<file path="src/rtl/cacheline_burst_adaptor.sv">
// Bridges a 256-bit cache line port to a 64-bit burst memory port: one line read becomes
// a 4-beat burst read reassembled into a line; one line write-back becomes a 4-beat burst write.
module cacheline_burst_adaptor #(
    parameter int LINE_W  = 256,
    parameter int BURST_W = 64
) (
    input  logic               clk,
    input  logic               rst,
    input  logic [LINE_W-1:0]  line_i,
    output logic [LINE_W-1:0]  line_o,
    input  logic [31:0]        address_i,
    input  logic               read_i,
    input  logic               write_i,
    output logic               resp_o,
    input  logic [BURST_W-1:0] burst_i,
    output logic [BURST_W-1:0] burst_o,
    output logic [31:0]        address_o,
    output logic               read_o,
    output logic               write_o,
    input  logic               resp_i
);

    // state | meaning
    // IDLE  | waiting for a line request; read has priority over write
    // RD    | collecting read beats from memory into the line buffer
    // WR    | presenting write beats from the line buffer to memory
    // DONE  | one-cycle line response to the cache
    localparam int NBEATS = LINE_W / BURST_W;
    localparam int CNT_W  = $clog2(NBEATS);
    localparam logic [31:0] ALIGN_MASK = 32'(LINE_W / 8 - 1);

    typedef enum logic [1:0] {
        S_IDLE,
        S_RD,
        S_WR,
        S_DONE
    } state_t;

    state_t             r_state;
    state_t             w_next;
    logic [CNT_W-1:0]   r_cnt;
    logic [LINE_W-1:0]  r_buf;
    logic [31:0]        r_addr;
    logic               w_last;
    logic [31:0]        w_aligned;
    logic [BURST_W-1:0] w_beat;

    assign w_last    = (r_cnt == CNT_W'(NBEATS - 1));
    assign w_aligned = address_i & ~ALIGN_MASK;

    always_ff @(posedge clk or negedge rst) begin
        if (!rst) begin
            r_state <= S_IDLE;
        end else begin
            r_state <= w_next;
        end
    end

    always_comb begin
        w_next = r_state;
        case (r_state)
            S_IDLE: begin
                if (read_i) begin
                    w_next = S_RD;
                end else if (write_i) begin
                    w_next = S_WR;
                end
            end
            S_RD:    if (resp_i && w_last) w_next = S_DONE;
            S_WR:    if (resp_i && w_last) w_next = S_DONE;
            S_DONE:  w_next = S_IDLE;
            default: w_next = S_IDLE;
        endcase
    end

    always_ff @(posedge clk or negedge rst) begin
        if (!rst) begin
            r_cnt  <= '0;
            r_buf  <= '0;
            r_addr <= '0;
        end else begin
            case (r_state)
                S_IDLE: begin
                    if (read_i) begin
                        r_addr <= w_aligned;
                        r_cnt  <= '0;
                    end else if (write_i) begin
                        r_addr <= w_aligned;
                        r_buf  <= line_i;
                        r_cnt  <= '0;
                    end
                end
                S_RD: begin
                    if (resp_i) begin
                        for (int b = 0; b < NBEATS; b++) begin
                            if (r_cnt == CNT_W'(b)) begin
                                r_buf[b*BURST_W +: BURST_W] <= burst_i;
                            end
                        end
                        r_cnt <= r_cnt + CNT_W'(1);
                    end
                end
                S_WR: begin
                    if (resp_i) begin
                        r_cnt <= r_cnt + CNT_W'(1);
                    end
                end
                default: ;
            endcase
        end
    end

    // Beat mux for the write path; beat 0 is the least-significant slice.
    always_comb begin
        w_beat = '0;
        for (int b = 0; b < NBEATS; b++) begin
            if (r_cnt == CNT_W'(b)) begin
                w_beat = r_buf[b*BURST_W +: BURST_W];
            end
        end
    end

    assign read_o    = (r_state == S_RD);
    assign write_o   = (r_state == S_WR);
    assign resp_o    = (r_state == S_DONE);
    assign address_o = r_addr;
    assign burst_o   = (r_state == S_WR) ? w_beat : '0;
    assign line_o    = r_buf;

endmodule

</file>
<file path="config.mk">
export PLATFORM = sky130hd
export DESIGN_NAME = cacheline_burst_adaptor
export DESIGN_NICKNAME = d
export VERILOG_FILES = /design/src/rtl/cacheline_burst_adaptor.sv
export SDC_FILE = /design/constraint.sdc
export NUM_CORES = 1
export LEC_CHECK = 0
export CAP_MARGIN = 25
export CORE_AREA = 4 4 277 279
export DETAILED_ROUTE_END_ITERATION = 6
export DIE_AREA = 0 0 281 283
export PLACE_DENSITY = 0.5
export SYNTH_ARGS = -nofsm -noshare
export SYNTH_HDL_FRONTEND = slang
export SYNTH_SLANG_ARGS = --single-unit
</file>
<file path="constraint.sdc">
create_clock -name clk -period 1.7 [get_ports clk]
set_clock_uncertainty 0.05 [all_clocks]
set_input_delay 0.17 -clock clk [delete_from_list [all_inputs] [get_ports clk]]
set_output_delay 0.17 -clock clk [all_outputs]
set_load 0.005 [all_outputs]
</file>
==> results of run 1 <==
[cell type report]
class	count	area (um2)
inverter	7	31.3
multi-input combinational	1167	8240
tap	969	1210
antenna	6	15.0
clock buffer	54	1080
clock inverter	10	185
sequential	287	7180
fill	7332	44800
timing repair buffer	1120	11500
[cell usage in the layout, fill, tap and decap left out, drive strengths merged, types with 6 or more instances in the layout]
master / instances
mux2: 30
o21ai: 8
o22ai: 384
clkdlybuf4s50: 634
ha: 10
mux2i: 65
clkbuf: 101
a21oi: 260
and2: 63
buf: 434
inv: 8
a221oi: 63
o31ai: 63
nor2b: 66
diode: 6
nor2: 66
dfrtp: 287
nand2: 68
[stage by stage]
step / setup slack (ns) / std cells / util (%)
floorplan: -0.0783 / 1644 / -
detailed placement: -0.847 / 3457 / 35.0
CTS: -1.36 / 3525 / 36.9
global route: -1.20 / 3620 / 39.7
finish: -1.07 / 3620 / 39.7
global placement: -0.862 / 3457 / 35.0
[worst min path at each step]
stage               startpoint             to
global placement           rst    line_o[214]
global route               rst    line_o[214]
finish                     rst    line_o[214]
detailed placement         rst    line_o[214]
floorplan                  rst  address_o[10]
CTS                        rst    line_o[214]
[flip-flops by register name, indices dropped and copies added (netlist names)]
name and count:
address_o 27, line_o 256, r_cnt 2, r_state 2
[where the power goes]
| part | switching, mW | internal [mW] |
|---|---|---|
| Combinational | 24.3 | 26.3 |
| Clock | 3.25 | 5.17 |
| Sequential | 3.17 | 10.6 |
[logic make-up after synthesis]
kind of cell               Yosys count  share of synthesized area, %
buffers and inverters              190                          6.83
other                                1                        0.0240
muxes                               95                          6.33
DFF                                287                          46.0
and+or+nand+nor                    269                          8.68
adders and majority gates           10                         0.801
AOI/OAI and AO/OA                  788                          31.3
[what timing repair did]
| item | 4_1_cts | 5_1_grt |
|---|---|---|
| hold buffers | 1 | 0 |
| resized for setup | 97 | 312 |
| pin swaps | 9 | 191 |
| hold endpoints to repair | 237 | 0 |
| gates cloned | 1 | 45 |
| setup endpoints to repair | 569 | 607 |
| setup buffers | 2 | 46 |
[per-layer routing]
metal | GRT usage (%) | vias to the layer above | wire (um) | share of wire, %
met3 | 3.67 | 207 | 7270 | 7.3
met2 | 35.2 | 1053 | 48500 | 49
met5 | 0 | - | 23 | 0.023
li1 | - | 8304 | - | -
met1 | 25.2 | 9550 | 40400 | 41
met4 | 6.58 | 4 | 3180 | 3.2
==> metrics.md, run 1 <==
| Metric | Value |
|---|---|
| Fin crit share | 163% |
| Detail Route Antenna Nets | 0 |
| Slew at the pin with the worst max-slew slack | 0.603 ns |
| FFs w/ async S/R, synth | between 90% and 100% |
| Number of antenna violations at the first check in global routing | 9 |
| Max-cap viol count | 0 |
| Sequential-to-total area share from yosys stat | about 46% |
| Initial Util | a little over a fifth |
| Most used standard cell by instance count after synthesis | o22ai_1 |
| Total Power | 72.8 mW |
| Core Rows | 100 |
| Syn Inst Count | 1640 |
| Length in cells of the worst reg-to-reg path | 12 |
| Syn avg cell area | around 9.5 um2 |
| Latest clock arrival within the worst-skew pair | between 0.5 and 0.6 ns |
| Register-to-Register Setup Slack | -0.86 ns |
| Width of the chip | ~280 um |
| Top cell type's share of synthesized area | about 46% |
| Logic depth of the worst setup path including buffers | 10 |
| Die outline area | between 70000 and 80000 um2 |
| Routed vias/inst | about 5.3 |
| Type of the worst setup path | flip-flop to output port |
| Number of register bits inferred by synthesis | approximately 290 |
| Number of buffers on the longest clock path | 3 |
| Min Hold Slack | ~0.12 ns |
| Number of buffer and inverter stages on the critical path | 5 |
| Die boundary height | between 200 and 300 um |
| Headroom to the max-slew limit | 59.8% |
| Setup repair after global routing missed its margin | true |
| Cell type contributing the most total cell area after synthesis | dfrtp_1 |
| Maximum number of pins on one net before global-route repair | slightly above 90 |
| Critical path startpoint | r_cnt[0] |
| Critical path, cell by cell | buf_6 > ha_4 > nor2b_4 > buf_12 > buf_12 > buf_16 > a221oi_2 > o31ai_1 > and2_1 > buf_2 |
| Clk slew on worst S/H paths | roughly 0.06 ns |
| Violated checks | setup timing |
| IO Count | between 700 and 800 |
| Overall fraction of global-route tracks in use | 20.2% |
| Largest stage delay on the critical path | approximately 0.40 ns |
| Total standard cell area after synthesis | between 15000 and 20000 um2 |
| Required time worst endpoint | 1.48 ns |
| Setup-violating endpoint count in the final report | around 540 |
| Overflow left after global routing | 0 |
| Max frequency | 361 MHz |
| Leading post-synthesis cells by instance count | o22ai_1, dfrtp_1, a21oi_1 |
| Cell with the most instances on the worst path | buf_12 |
| Vias in the first global route | 18773 |
| Setup TNS | -197.44 ns |
| Number of endpoints with negative hold slack in the final report | 0 |
| Area of the core region | 74200 um2 |
| Endpoint of the worst register-to-register path | line_o[195] |
| Highest-delay cell along the critical path | dfrtp_1 |
| Worst Setup End Kind | output port |
| Detailed-route wire length | roughly 100 mm |
| Startpoint type of the worst setup path | flip-flop |
| Data arrival at the endpoint of the critical path | 2.55 ns |
| CTS sink cnt | approximately 290 |
| Commonest register cell after synthesis | dfrtp_1 |
| Layout cell share with drive strength beyond 1 | between 20% and 30% |
| Remaining DRCs | 0 |
| Wire per inst | between 20 and 30 um |
| Final instance area | 29400 um2 |
| Leading cell types by total area after synthesis | dfrtp_1, o22ai_1, a21oi_1 |
| Number of clock buffers inserted by TritonCTS | 38 |
| Fin. max-slew vios | 0 |
| Cell family contributing the most delay on the critical path | buffers and inverters |
| Count of flip-flops with a built-in enable after synthesis | 0 |
| Library cell used as clock root buffer | clkbuf_16 |
| DRT iter0 DRCs | around 1800 |
| Worst vdd rail ir drop | roughly 1.1 mV |
| Post-DP HPWL | roughly 63 mm |
| First-pass DRT Iterations | 6 |
| Placed cell area | between 20000 and 30000 um2 |
| Leakage | between 10 and 15 nW |
| Critical path destination | burst_o[28] |
| Number of warning messages in the yosys log | 0 |
| Port bufs | ~700 |
| Post-route setup slack | -1.07 ns |
| Tightest Hold Check Type | input pin to asynchronous set/reset pin |
| Clock tree from TritonCTS | yes |
| Worst reg2reg path startpoint | r_cnt[1] |
| Worst-path fanout max | 8 |
| Number of distinct library cells after synthesis | 36 |
| H-tree depth | 2 |
| Run status | finished, violations left |
| Final Net Count | around 3000 |
| Global-route wire length before repair | approximately 120 mm |
| Last weighted congestion value of the routability-driven placer | approximately 0.9 |
| DR vias | 19118 |
| Crit path time final | between 2 and 3 ns |
| Power density relative to cell area | roughly 2500 nW/um2 |
| Layout-stage area growth over the synthesis result | 88.5% |
No activity file was read; power rests on OpenSTA's default activity.
==> run 2, diff against run 1 <==
--- a/config.mk
+++ b/config.mk
@@ -6,9 +6,9 @@
 export NUM_CORES = 1
 export LEC_CHECK = 0
 export CAP_MARGIN = 25
-export CORE_AREA = 4 4 277 279
+export CORE_AREA = 4 4 278 280
 export DETAILED_ROUTE_END_ITERATION = 6
-export DIE_AREA = 0 0 281 283
+export DIE_AREA = 0 0 282 284
 export PLACE_DENSITY = 0.5
 export SYNTH_ARGS = -nofsm -noshare
 export SYNTH_HDL_FRONTEND = slang
==> metrics.md, run 2 (same netlist as run 1, synthesis figures left out) <==
| Metric | Value |
|---|---|
| DRT iter0 DRCs | about 1500 |
| Number of clock buffers inserted by TritonCTS | 39 |
| Cell Count Post-Placement | approximately 3400 |
| Placed cell area | 25700 um2 |
| Crit path time final | ~2.7 ns |
| Data arrival at the endpoint of the critical path | roughly 2.5 ns |
| CTS sink cnt | around 290 |
| Type of the worst setup path | flip-flop to output port |
| Highest-delay cell along the critical path | dfrtp_2 |
| Max frequency | approximately 360 MHz |
| Maximum number of pins on one net before global-route repair | 95 |
| Worst-path fanout max | 6 |
| Setup repair after global routing missed its margin | true |
| Final std cells w/o fill | 3705 |
| Headroom to the max-slew limit | between 60 and 70% |
| Remaining DRCs | 0 |
| Die outline area | 80100 um2 |
| Critical path startpoint | r_cnt[0] |
| Detailed-route wire length | about 110 mm |
| Post-DP HPWL | around 65 mm |
| Library cell used as clock root buffer | clkbuf_16 |
| Worst Setup End Kind | output port |
| Core Rows | 100 |
| Detail Route Antenna Nets | 0 |
| Global-route wire length before repair | around 140 mm |
| First-pass DRT Iterations | 5 |
| Routed vias/inst | ~5.4 |
| Post-route setup slack | -1.05 ns |
| Final Net Count | between 3000 and 4000 |
| Fin crit share | 162% |
| DR vias | 20043 |
| Latest clock arrival within the worst-skew pair | 0.55 ns |
| Number of antenna violations at the first check in global routing | 14 |
| Clk slew on worst S/H paths | about 0.060 ns |
| Vias in the first global route | 19911 |
| Number of endpoints with negative hold slack in the final report | 0 |
| Critical path, cell by cell | buf_6 > ha_4 > nor2b_4 > buf_12 > buf_16 > buf_6 > buf_4 > a221oi_2 > o31ai_1 > and2_1 > buf_2 |
| Run status | finished, violations left |
| Worst reg2reg path startpoint | r_cnt[0] |
| IO Count | just over 700 |
| Die boundary height | ~280 um |
| Flip-flop count of the largest register after layout | around 260 |
| Tightest Hold Check Type | input pin to asynchronous set/reset pin |
| Port bufs | between 700 and 800 |
| Most frequent cells in the layout | clkdlybuf4s50_1, o22ai_1, dfrtp_1, buf_4, a21oi_1 |
| Violated checks | setup timing |
| Area of the core region | roughly 74000 um2 |
| Startpoint type of the worst setup path | flip-flop |
| Pre-CTS setup slack | -1.00 ns |
| Cell with the most instances on the worst path | buf_6 |
| Final instance area | 32900 um2 |
| Cell family contributing the most delay on the critical path | buffers and inverters |
| Last weighted congestion value of the routability-driven placer | 0.883 |
| Fin. max-slew vios | 0 |
| Overflow left after global routing | 0 |
| Setup-violating endpoint count in the final report | roughly 570 |
| Number of buffers on the longest clock path | 3 |
| Most common library cell in the layout ignoring fill and taps | clkdlybuf4s50_1 |
| Number of buffer and inverter stages on the critical path | 6 |
| Largest stage delay on the critical path | 0.42 ns |
| Width of the chip | between 200 and 300 um |
| Overall fraction of global-route tracks in use | between 20% and 30% |
| Power density relative to cell area | 2590 nW/um2 |
| Max-cap viol count | 0 |
| Required time worst endpoint | about 1.5 ns |
| Clock tree from TritonCTS | yes |
| Setup TNS | -229.09 ns |
| Layout-stage area growth over the synthesis result | 110% |
| Worst vdd rail ir drop | between 1 and 1.5 mV |
| Layout cell share with drive strength beyond 1 | 36.9% |
| Initial Util | 21.0% |
| H-tree depth | 2 |
| Core utilization of the finished layout | 44.1% |
| Slew at the pin with the worst max-slew slack | around 0.50 ns |
| Leakage | 12.8 nW |
| Wire per inst | 30.2 um |
[run 2: what timing repair did]
| item | 4_1_cts | 5_1_grt |
|---|---|---|
| setup endpoints to repair | 574 | 611 |
| pin swaps | 174 | 162 |
| cloned | 22 | 42 |
| resized for setup | 472 | 500 |
| endpoints found under the hold margin | 287 | 0 |
| buffers inserted | 103 | 54 |
| hold buffers | 1 | 0 |
[run 2: stage by stage]
step | hold WS, ns | power [mW]
3_5_place_dp | 0.0722 | 55.1
2_1_floorplan | -0.176 | 32.8
5_1_grt | 0.115 | 88.7
4_1_cts | 0.0579 | 72.3
6_report | 0.103 | 85.0
3_3_place_gp | 0.0818 | 54.6
[run 2: metal layers]
| metal | vias up | GRT usage (%) | wire, um |
|---|---|---|---|
| met5 | - | 0 | 40 |
| met4 | 6 | 6.30 | 3690 |
| met3 | 222 | 6.19 | 10300 |
| met2 | 1151 | 39.6 | 53100 |
| met1 | 10192 | 28.6 | 44800 |
| li1 | 8472 | - | - |
[run 2: area by class of cell]
type                       count  area, um2
tap                          969       1210
fill                        6961      41600
inverter                       7       36.3
clock buffer                  55       1110
timing repair buffer        1197      12900
multi-input combinational   1167      10200
sequential                   287       7180
clock inverter                14        188
antenna                        9       22.5
[run 2: final timing paths]
kind | end | slack (ns) | cells past startpoint
max | burst_o[51] | -1.05 | 11
min | line_o[248] | 0.10 | 2
max reg2reg | line_o[223] | -1.01 | 16
min reg2reg | address_o[14] | 0.45 | 1
max in group asynchronous | line_o[42] | 0.78 | 3
min in group clk | line_o[128] | 0.17 | 3
[run 2: power by group]
part	total, mW	switching (mW)	internal (mW)
registers	14.4	3.80	10.6
logic	62.0	29.5	32.4
clock network	8.60	3.45	5.15
total	85.0	36.8	48.2
